==> config.mk <==
export PLATFORM = sky130hd
export DESIGN_NAME = iso7816_char_tx
export DESIGN_NICKNAME = d
export VERILOG_FILES = /design/src/rtl/iso7816_pkg.sv /design/src/rtl/iso7816_etu_counter.sv /design/src/rtl/iso7816_char_tx.sv
export SDC_FILE = /design/constraint.sdc
export NUM_CORES = 1
export LEC_CHECK = 0
export CAP_MARGIN = 20
export CORE_MARGIN = 4
export CORE_UTILIZATION = 45
export CTS_CLUSTER_DIAMETER = 60
export DETAILED_ROUTE_END_ITERATION = 10
export PLACE_DENSITY = 0.7
export SKIP_LAST_GASP = 1
export SYNTH_ARGS = -nofsm -noshare
export SYNTH_HDL_FRONTEND = slang
export SYNTH_SLANG_ARGS = --single-unit
==> constraint.sdc <==
create_clock -name clk -period 3.31 [get_ports clk]
set_input_delay 0.662 -clock clk [delete_from_list [all_inputs] [get_ports clk]]
set_output_delay 0.662 -clock clk [all_outputs]
set_load 0.03 [all_outputs]
==> src/rtl/iso7816_pkg.sv <==
// iso7816_pkg: shared state type, constants and bit helpers for the
// ISO 7816-3 character path (transmitter and etu counter).
package iso7816_pkg;

  typedef enum logic [2:0] {
    IDLE,
    START,
    DATA,
    PARITY,
    ERRCHK,
    ERRWAIT,
    GUARD
  } txState_t;

  localparam int MIN_CPB     = 3;
  localparam int ERRWAIT_ETU = 2;

  // Data bit for slot idx: LSB first, or MSB first in inverse mode.
  function automatic logic pickBit(
    input logic [7:0] d,
    input logic [2:0] idx,
    input logic       inv
  );
    return inv ? d[3'd7 - idx] : d[idx];
  endfunction

  // Pull-down request for a logical bit (inverse: logic 1 = low).
  function automatic logic lineLow(
    input logic b,
    input logic inv
  );
    return inv ? b : ~b;
  endfunction

endpackage

==> src/rtl/iso7816_etu_counter.sv <==
// iso7816_etu_counter: counts 0..limit, pulses wrap at the bit boundary
// and half at count (limit+1)/2. Shared by the T=0 transmit and receive paths.
module iso7816_etu_counter
  import iso7816_pkg::*;
#(
  parameter int W = 13
) (
  input  logic         clk,
  input  logic         nReset,
  input  logic         load,
  input  logic         enable,
  input  logic [W-1:0] limit,
  output logic         wrap,
  output logic         half
);

  localparam logic [W-1:0] ONE = W'(1);

  logic [W-1:0] count;
  logic [W:0]   sumV;

  assign sumV = {1'b0, limit} + {{W{1'b0}}, 1'b1};
  assign wrap = enable && !load && (count == limit);
  assign half = enable && !load && (count == sumV[W:1]);

  // Free-running etu position; load parks it at zero.
  always_ff @(posedge clk or negedge nReset) begin
    if (!nReset) begin
      count <= '0;
    end else if (load) begin
      count <= '0;
    end else if (enable) begin
      count <= wrap ? '0 : count + ONE;
    end
  end

endmodule

==> src/rtl/iso7816_char_tx.sv <==
// iso7816_char_tx: T=0 character transmitter with error-signal retry.
// Optional ISO7816_INVERSE_CONVENTION_EN adds the inverseConvention input.
module iso7816_char_tx #(
  parameter int CPB_WIDTH   = 13,
  parameter int MAX_RETRIES = 3
) (
  input  logic                 clk,
  input  logic                 nReset,
  input  logic [7:0]           txData,
  input  logic [CPB_WIDTH-1:0] clocksPerBit,
  input  logic                 stopBit2,
  input  logic                 startTx,
  input  logic                 ackFlags,
  input  logic                 serialIn,
`ifdef ISO7816_INVERSE_CONVENTION_EN
  input  logic                 inverseConvention,
`endif
  output logic                 txDriveLow,
  output logic                 txFull,
  output logic                 isTx,
  output logic                 txDone,
  output logic                 retryErrorFlag,
  output logic [2:0]           retryCount
);

  import iso7816_pkg::*;

  localparam logic [2:0] MAX_R = 3'(MAX_RETRIES);
  localparam logic [2:0] EW_LAST = 3'(ERRWAIT_ETU - 1);
  localparam logic [CPB_WIDTH-1:0] CPB_MIN =
    CPB_WIDTH'(MIN_CPB);

  txState_t             state;
  logic [7:0]           dataHold;
  logic [CPB_WIDTH-1:0] cpbHold;
  logic [CPB_WIDTH-1:0] cpbEff;
  logic [2:0]           bitIdx;
  logic [2:0]           nextIdx;
  logic                 errSeen;
  logic                 giveUp;
  logic                 seenHigh;
  logic                 syncA;
  logic                 syncB;
  logic                 etuLoad;
  logic                 etuEn;
  logic                 etuWrap;
  logic                 etuHalf;
  logic                 invMode;

`ifdef ISO7816_INVERSE_CONVENTION_EN
  logic invHold;
  assign invMode = invHold;
`else
  assign invMode = 1'b0;
`endif

  assign cpbEff  = (clocksPerBit < CPB_MIN) ? CPB_MIN : clocksPerBit;
  assign etuEn   = (state != IDLE);
  assign etuLoad = (state == IDLE) ||
                   (state == ERRWAIT && !seenHigh && !syncB);
  assign nextIdx = bitIdx + 3'd1;

  iso7816_etu_counter #(
    .W(CPB_WIDTH)
  ) uEtu (
    .clk    (clk),
    .nReset (nReset),
    .load   (etuLoad),
    .enable (etuEn),
    .limit  (cpbHold),
    .wrap   (etuWrap),
    .half   (etuHalf)
  );

  // Two-flop synchroniser for the shared line; idles high.
  always_ff @(posedge clk or negedge nReset) begin
    if (!nReset) begin
      syncA <= 1'b1;
      syncB <= 1'b1;
    end else begin
      syncA <= serialIn;
      syncB <= syncA;
    end
  end

  // Character FSM with registered line drive and status outputs.
  always_ff @(posedge clk or negedge nReset) begin
    if (!nReset) begin
      state          <= IDLE;
      dataHold       <= '0;
      cpbHold        <= CPB_MIN;
      bitIdx         <= '0;
      errSeen        <= 1'b0;
      giveUp         <= 1'b0;
      seenHigh       <= 1'b0;
      txDriveLow     <= 1'b0;
      txFull         <= 1'b0;
      isTx           <= 1'b0;
      txDone         <= 1'b0;
      retryErrorFlag <= 1'b0;
      retryCount     <= '0;
`ifdef ISO7816_INVERSE_CONVENTION_EN
      invHold        <= 1'b0;
`endif
    end else begin
      txDone <= 1'b0;
      if (ackFlags) retryErrorFlag <= 1'b0;
      unique case (state)
        IDLE: begin
          if (startTx) begin
            dataHold   <= txData;
            cpbHold    <= cpbEff;
            bitIdx     <= '0;
            retryCount <= '0;
            txFull     <= 1'b1;
            isTx       <= 1'b1;
            txDriveLow <= 1'b1;
            state      <= START;
`ifdef ISO7816_INVERSE_CONVENTION_EN
            invHold    <= inverseConvention;
`endif
          end
        end
        START: begin
          if (etuWrap) begin
            bitIdx     <= '0;
            txDriveLow <= lineLow(
              pickBit(dataHold, 3'd0, invMode), invMode);
            state      <= DATA;
          end
        end
        DATA: begin
          if (etuWrap) begin
            if (bitIdx == 3'd7) begin
              txDriveLow <= lineLow(^dataHold, invMode);
              state      <= PARITY;
            end else begin
              bitIdx     <= nextIdx;
              txDriveLow <= lineLow(
                pickBit(dataHold, nextIdx, invMode), invMode);
            end
          end
        end
        PARITY: begin
          if (etuWrap) begin
            txDriveLow <= 1'b0;
            errSeen    <= 1'b0;
            giveUp     <= 1'b0;
            state      <= ERRCHK;
          end
        end
        ERRCHK: begin
          if (etuHalf && !syncB) begin
            if (retryCount < MAX_R) begin
              retryCount <= retryCount + 3'd1;
              errSeen    <= 1'b1;
            end else begin
              retryErrorFlag <= 1'b1;
              giveUp         <= 1'b1;
            end
          end
          // The error-window etu doubles as the first guard etu.
          if (etuWrap) begin
            bitIdx <= '0;
            if (giveUp) begin
              txFull <= 1'b0;
              isTx   <= 1'b0;
              state  <= IDLE;
            end else if (errSeen) begin
              seenHigh <= 1'b0;
              state    <= ERRWAIT;
            end else if (stopBit2) begin
              state <= GUARD;
            end else begin
              txDone <= 1'b1;
              txFull <= 1'b0;
              isTx   <= 1'b0;
              state  <= IDLE;
            end
          end
        end
        ERRWAIT: begin
          if (!seenHigh && syncB) seenHigh <= 1'b1;
          if (etuWrap) begin
            if (bitIdx == EW_LAST) begin
              bitIdx     <= '0;
              txDriveLow <= 1'b1;
              state      <= START;
            end else begin
              bitIdx <= nextIdx;
            end
          end
        end
        GUARD: begin
          if (etuWrap) begin
            txDone <= 1'b1;
            txFull <= 1'b0;
            isTx   <= 1'b0;
            state  <= IDLE;
          end
        end
        default: state <= IDLE;
      endcase
    end
  end

endmodule
# --- Yosys cells after proc, flatten, opt, wreduce, memory -nomap -nowiden ---
# Index checks and enable logic that the tools add are counted.
word_totals:
  ff_bits: 52
  elab_cells: 147
  output_inout_bits: 8
  in_bits: 27
op_classes:
  n_eq_ne: 29
  reduce_logical: 31
  muxes: 62
  add_sub_neg: 4
  order_cmp: 3
  bitwise_logic: 3
op_table:
  columns: ["operator", "count"]
  rows:
  - ["2-to-1 mux 3 bit", 19]
  - ["2-to-1 mux 13 bit", 4]
  - ["2-to-1 mux 1 bit", 29]
  - ["== test 13 bit", 2]
  - ["case mux 3 bit (7 select lines)", 1]
  - ["inequality test 2 x 1 -> 1 bit, second input constant", 9]
  - ["inequality test 2 bit, second input constant", 8]
  - ["adder 13 x 1 -> 14 bit, second input constant", 1]
  - ["adder 13 x 1 -> 13 bit, second input constant", 1]
  - ["< comparator 13 x 2 -> 1 bit, second input constant", 1]
  - ["== test 3 bit, second input constant", 4]
  - ["case mux 3 bit (4 select lines)", 1]
  - ["AND reduction 4 bit", 3]
  - ["AND reduction 6 bit", 2]
  - ["AND reduction 9 bit", 1]
  - ["case mux 1 bit (2 select lines)", 4]
  - ["nonzero test 2 bit", 4]
  - ["XOR reduction 8 bit", 1]
  - ["logical AND 1 bit", 7]
  - ["AND reduction 7 bit", 1]
  - ["adder 3 x 1 -> 3 bit, second input constant", 2]
  - ["== test 3 x 1 -> 1 bit, second input constant", 2]
  - ["== test 3 x 2 -> 1 bit, second input constant", 2]
  - ["inequality test 3 bit, second input constant", 2]
  - ["16 further kinds", 21]

# --- Logic depth before layout (Yosys ltp) ---
logic_depth:
  word_depth: 10
  depth_mapped: 8
  ltp_nobuf: 8

# --- Hierarchy ---
# Synthesis repeated with hierarchy kept, for this count alone.
hier_totals:
  hier_cells: 328
  hier_area_um2: 3308.2
modules_own_cells:
  columns: ["module", "seq_area_each_um2", "cells_each", "area_per_inst_um2", "n_inst"]
  rows:
  - ["iso7816_char_tx", 980.9, 176, 2000.7, 1]
  - ["iso7816_etu_counter", 325.3, 152, 1307.5, 1]

# --- Worst setup path before layout ---
# OpenSTA, ideal clock, no wires.
synth_path:
  path_type: "reg2reg"
  from: "register bitIdx[0]"
  to: "register txDriveLow"
  path_slack_ns: 1.131
  synth_period_minus_slack_ns: 2.179
  arrival_ns: 2.113
  path_stages_with_launch: 9
  setup_ns: 0.066
  required_ns: 3.244
  n_path_buf: 0
  cell_sequence: "dfrtp_1 -> ha_1 -> ha_1 -> mux4_2 -> nor2b_1 -> a211oi_1 -> a211oi_1 -> o221ai_1 -> mux2_1"
synth_between:
  elab_chain_len: 7
  word_cells_on_any_way: 11
  classes_between: "add/sub: 1; eq/ne: 3; mux: 5; bitwise: 1; reduce/logical: 1"
synth_rtl:
  columns: ["item", "line", "source"]
  rows:
  - ["from (decl)", "iso7816_char_tx.sv:37", "logic [2:0] bitIdx;"]
  - ["from (signal assigned)", "iso7816_char_tx.sv:138", "bitIdx <= nextIdx;"]
  - ["from (signal assigned)", "iso7816_char_tx.sv:190", "bitIdx <= nextIdx;"]
  - ["adder 3 x 1 -> 3 bit", "iso7816_char_tx.sv:61", "assign nextIdx = bitIdx + 3'd1;"]
  - ["binary-select mux 1 bit (select 3 bit)", "iso7816_pkg.sv:24", "return inv ? d[3'd7 - idx] : d[idx];"]
  - ["2-to-1 mux 1 bit (not written as such)", "iso7816_pkg.sv:24", null]
  - ["inverter 1 bit", "iso7816_pkg.sv:32", "return inv ? b : ~b;"]
  - ["2-to-1 mux 1 bit", "iso7816_char_tx.sv:134", "if (bitIdx == 3'd7) begin"]
  - ["2-to-1 mux 1 bit", "iso7816_char_tx.sv:133", "if (etuWrap) begin"]
  - ["case mux 1 bit (5 select lines)", "iso7816_char_tx.sv:108", "unique case (state)"]
  - ["to (signal assigned)", "iso7816_char_tx.sv:127", "txDriveLow <= lineLow("]
  - ["to (signal assigned)", "iso7816_char_tx.sv:135", "txDriveLow <= lineLow(^dataHold, invMode);"]
  - ["to (signal assigned)", "iso7816_char_tx.sv:139", "txDriveLow <= lineLow("]
  - ["to (decl)", "iso7816_char_tx.sv:18", "output logic txDriveLow,"]
# Several ways; a longest one is shown, not always the timed one. The select of a mux whose other input is x is not followed.
# A chain may end at the register's enable or synchronous reset.

# --- Final worst setup path ---
layout_path:
  from: "register state[2]"
  to: "register uEtu.count[8]"
layout_between:
  elab_chain_len: 10
  word_cells_on_any_way: 13
  classes_between: "eq/ne: 1; mux: 3; reduce/logical: 9"
layout_rtl:
  columns: ["item", "line", "source"]
  rows:
  - ["from (decl)", "iso7816_char_tx.sv:33", "txState_t state;"]
  - ["from (signal assigned)", "iso7816_char_tx.sv:89", "state <= IDLE;"]
  - ["from (signal assigned)", "iso7816_char_tx.sv:118", "state <= START;"]
  - ["from (signal assigned)", "iso7816_char_tx.sv:129", "state <= DATA;"]
  - ["== test 3 bit", "iso7816_char_tx.sv:60", "(state == ERRWAIT && !seenHigh && !syncB);"]
  - ["logical AND 1 bit (2 in series)", "iso7816_char_tx.sv:60", null]
  - ["logical OR 1 bit", "iso7816_char_tx.sv:59", "assign etuLoad = (state == IDLE) ||"]
  - ["zero test 1 bit", "iso7816_etu_counter.sv:23", "assign wrap = enable && !load && (count == limit);"]
  - ["logical AND 1 bit (2 in series)", "iso7816_etu_counter.sv:23", null]
  - ["2-to-1 mux 13 bit", "iso7816_etu_counter.sv:33", "count <= wrap ? '0 : count + ONE;"]
  - ["2-to-1 mux 13 bit", "iso7816_etu_counter.sv:32", "end else if (enable) begin"]
  - ["2-to-1 mux 13 bit", "iso7816_etu_counter.sv:30", "end else if (load) begin"]
  - ["to (signal assigned)", "iso7816_etu_counter.sv:33", null]
  - ["to (decl)", "iso7816_etu_counter.sv:19", "logic [W-1:0] count;"]
# Several ways; a longest one is shown, not always the timed one. The select of a mux whose other input is x is not followed.

==> flow_metrics.py <==
metrics = {
    "critical_path": {
        "worstPathArrival_ps": 2540,
        "worstSetupEndpointType": "flip-flop",
        "cp_num_buf_inv": 0,
        "reg2reg_depth": 5,
        "timing.reg2reg.setup_slack_ps": 940,
        "rr_startpoint": "state[2]",
        "path_class": "reg2reg",
        "crit_path_max_fanout": 16,
        "path_delay_family": "compound AO/OA/AOI/OAI gates",
        "cp.required_ps": 3480,
        "crit_slowest_cell": "o21ai_1",
        "path_cells": "nor2_1, o21ai_1, nand3_2, o21ai_1, nor2_1",
        "critPathMaxStageDelay_ps": 750,
        "startpoint_type": "flip-flop",
        "reg2reg_to": "uEtu.count[8]",
    },
    "finish": {
        "layout_commonest_cell": "dfrtp_1",
        "layout.nets": 387,
        "antenna_cells": 0,
        "layout_common_cells": "dfrtp_1 (48), clkdlybuf4s50_1 (33), nor2_1 (29)",
        "syn_to_final_growth_pct": 13.5,
        "drive_gt1_share_pct": 17.2,
        "instances_no_fill": 454,
    },
    "clock_tree": {
        "clk_latency_ps": 320,
        "cts_max_level": 2,
        "cts_root_buf": "clkbuf_8",
        "postCtsSetupBuffers": 0,
        "ctsHoldBuffers": 0,
        "path_clk_slew_ps": 100,
        "clock_sinks": 52,
        "numCtsBuffers": 5,
        "cts_tree": "yes",
        "cts_resized": 0,
        "clk_path_buf_depth": 2,
    },
    "logic_synthesis": {
        "ys_ff_latch": 52,
        "synth_top_area_cell": "dfrtp_1",
        "synth_edf_count": 0,
        "syn_nets": 365,
        "synth.top_cell.area_share_pct": 36.0,
        "synth_warnings": 0,
        "synth_area_um2": 3340,
        "ys_seq_area_share_pct": 39.1,
        "synth_cell_types": 69,
        "syn_inst": 332,
        "syn_area_per_cell_um2": 10.1,
        "synth_area_leaders": "dfrtp_1 (36%), mux2_2 (7.1%), xor2_1 (6.6%)",
        "synthFlopType": "dfrtp_1",
        "async_reset_ff_share_pct": 100,
    },
    "sta": {
        "tns_ps": 0,
        "worstMarginPinSlew_ps": 888,
        "hold_viol_final": 0,
        "setup_viol": 0,
        "holdWs_ps": 312,
        "maxClockFrequency_ghz": 0.423,
        "relSlewSlack_pct": 40.4,
        "fin_skew_ps": 10.5,
        "slew_viol_final": 0,
        "fin_crit_sh_pct": 71.5,
        "grt_setup_unrepaired": "false",
        "worst_slack_ps": 945,
        "layout_min_cycle_time_ps": 2370,
    },
    "place": {
        "gp_congestion": 0.988,
        "portBuffers": 34,
        "place_inst": 446,
        "dpl_worst_slack_ps": 969,
        "dp_hpwl_um": 5440,
    },
    "power": {
        "peakVddDrop_v": 0.000380,
        "p_leak_nw": 1.60,
        "p_per_area_nw_per_um2": 793,
    },
    "run_status": {
        "outcome": "finished, final reports clean",
    },
    "detailed_routing": {
        "vias": 2563,
        "dr.first_iter.drc_count": 190,
        "drcViolationCount": 0,
        "wl_per_cell_um": 15.8,
        "firstDrtPassIters": 4,
        "routed_via_density": 5.65,
        "wl_um": 7170,
        "ant_nets": 0,
    },
    "floorplan": {
        "coreArea_um2": 7210,
        "die_w_um": 94.1,
        "num_rows": 31,
        "ios": 35,
        "dieArea_um2": 8860,
        "initial_core_util_pct": 46.3,
        "die_h_um": 94.1,
    },
    "hold_path": {
        "worstHoldPathType": "in2async",
    },
    "global_routing": {
        "grt_pass1_vias": 2531,
        "globalRouteOverflowTotal": 0,
        "grt_max_degree": 31,
        "grtUsageTotal_pct": 17.2,
        "grt_pass1_wl_um": 12200,
        "antenna_found_initial": 0,
    },
    "job": {
        "cap_violations": 0,
    },
}
## kinds of logic after synthesis
family	share of synthesized area, %
adders and majority gates	2.25
DFF	39.1
xor gates and xnor gates	11.3
and+or+nand+nor	20.5
buffers and inverters	5.14
muxes	9.52
AOI/OAI and AO/OA	12.2
## synth_stat cells (5+ instances only)
library cell,n
clkbuf_1,6
o21ai_0,6
inv_1,10
nor2_1,29
dfrtp_1,48
mux2_2,21
xor2_1,25
xnor2_1,18
nand4_1,5
nor4_1,6
buf_2,9
ha_1,6
a21oi_1,7
nor3_1,10
nand2_1,19
nand3_1,14
## routing by layer
layer | vias to the layer above | track usage (%) | routed length (um) | part of all wire, %
met4 | 0 | 5.54 | 182 | 2.5
met5 | - | 0 | 0 | 0
li1 | 1235 | - | - | -
met2 | 81 | 25.3 | 3120 | 43
met1 | 1228 | 24.5 | 3380 | 47
met3 | 19 | 4.65 | 492 | 6.9
## registers in the layout, indices dropped and copies added, names as in the netlist
name            cells
bitIdx              3
cpbHold            13
dataHold            8
errSeen             1
giveUp              1
isTx                1
retryCount          3
retryErrorFlag      1
seenHigh            1
state               3
syncA               1
syncB               1
txDone              1
txDriveLow          1
uEtu.count         13
## area by class of cell
type,count,area (um^2)
Fill cell,698,3430
Multi-Input combinational cell,247,1860
Sequential cell,52,1310
Timing Repair Buffer,37,358
Tap cell,99,124
Clock buffer,5,68.8
Inverter,11,41.3
Clock inverter,3,25.0
## stage by stage
| stage | power (mW) | util [%] | instance area (um^2) |
|---|---|---|---|
| after CTS | 3.01 | 52.5 | 3790 |
| after detailed placement | 2.62 | 51.2 | 3690 |
| after global placement | 2.57 | 51.2 | 3690 |
| after global routing | 3.25 | 52.5 | 3790 |
| after floorplan | 2.33 | - | 3340 |
| final | 3.00 | 52.5 | 3790 |
## power breakdown
group          internal (mW)  switching, mW  total, mW  leakage [nW]
registers              0.863          0.428       1.29         0.652
clock network          0.155          0.234      0.388        0.0452
logic                  0.690          0.633       1.32         0.906
## worst max path at each step
stage	from	to	depth (start not counted)
final	state[2]	uEtu.count[8]	5
after detailed placement	bitIdx[0]	txDriveLow	8
after floorplan	bitIdx[0]	txDriveLow	8
after global placement	bitIdx[0]	txDriveLow	8
after global routing	state[2]	uEtu.count[6]	5
after CTS	bitIdx[0]	txDriveLow	8
Power figures use the tool's default switching activity.
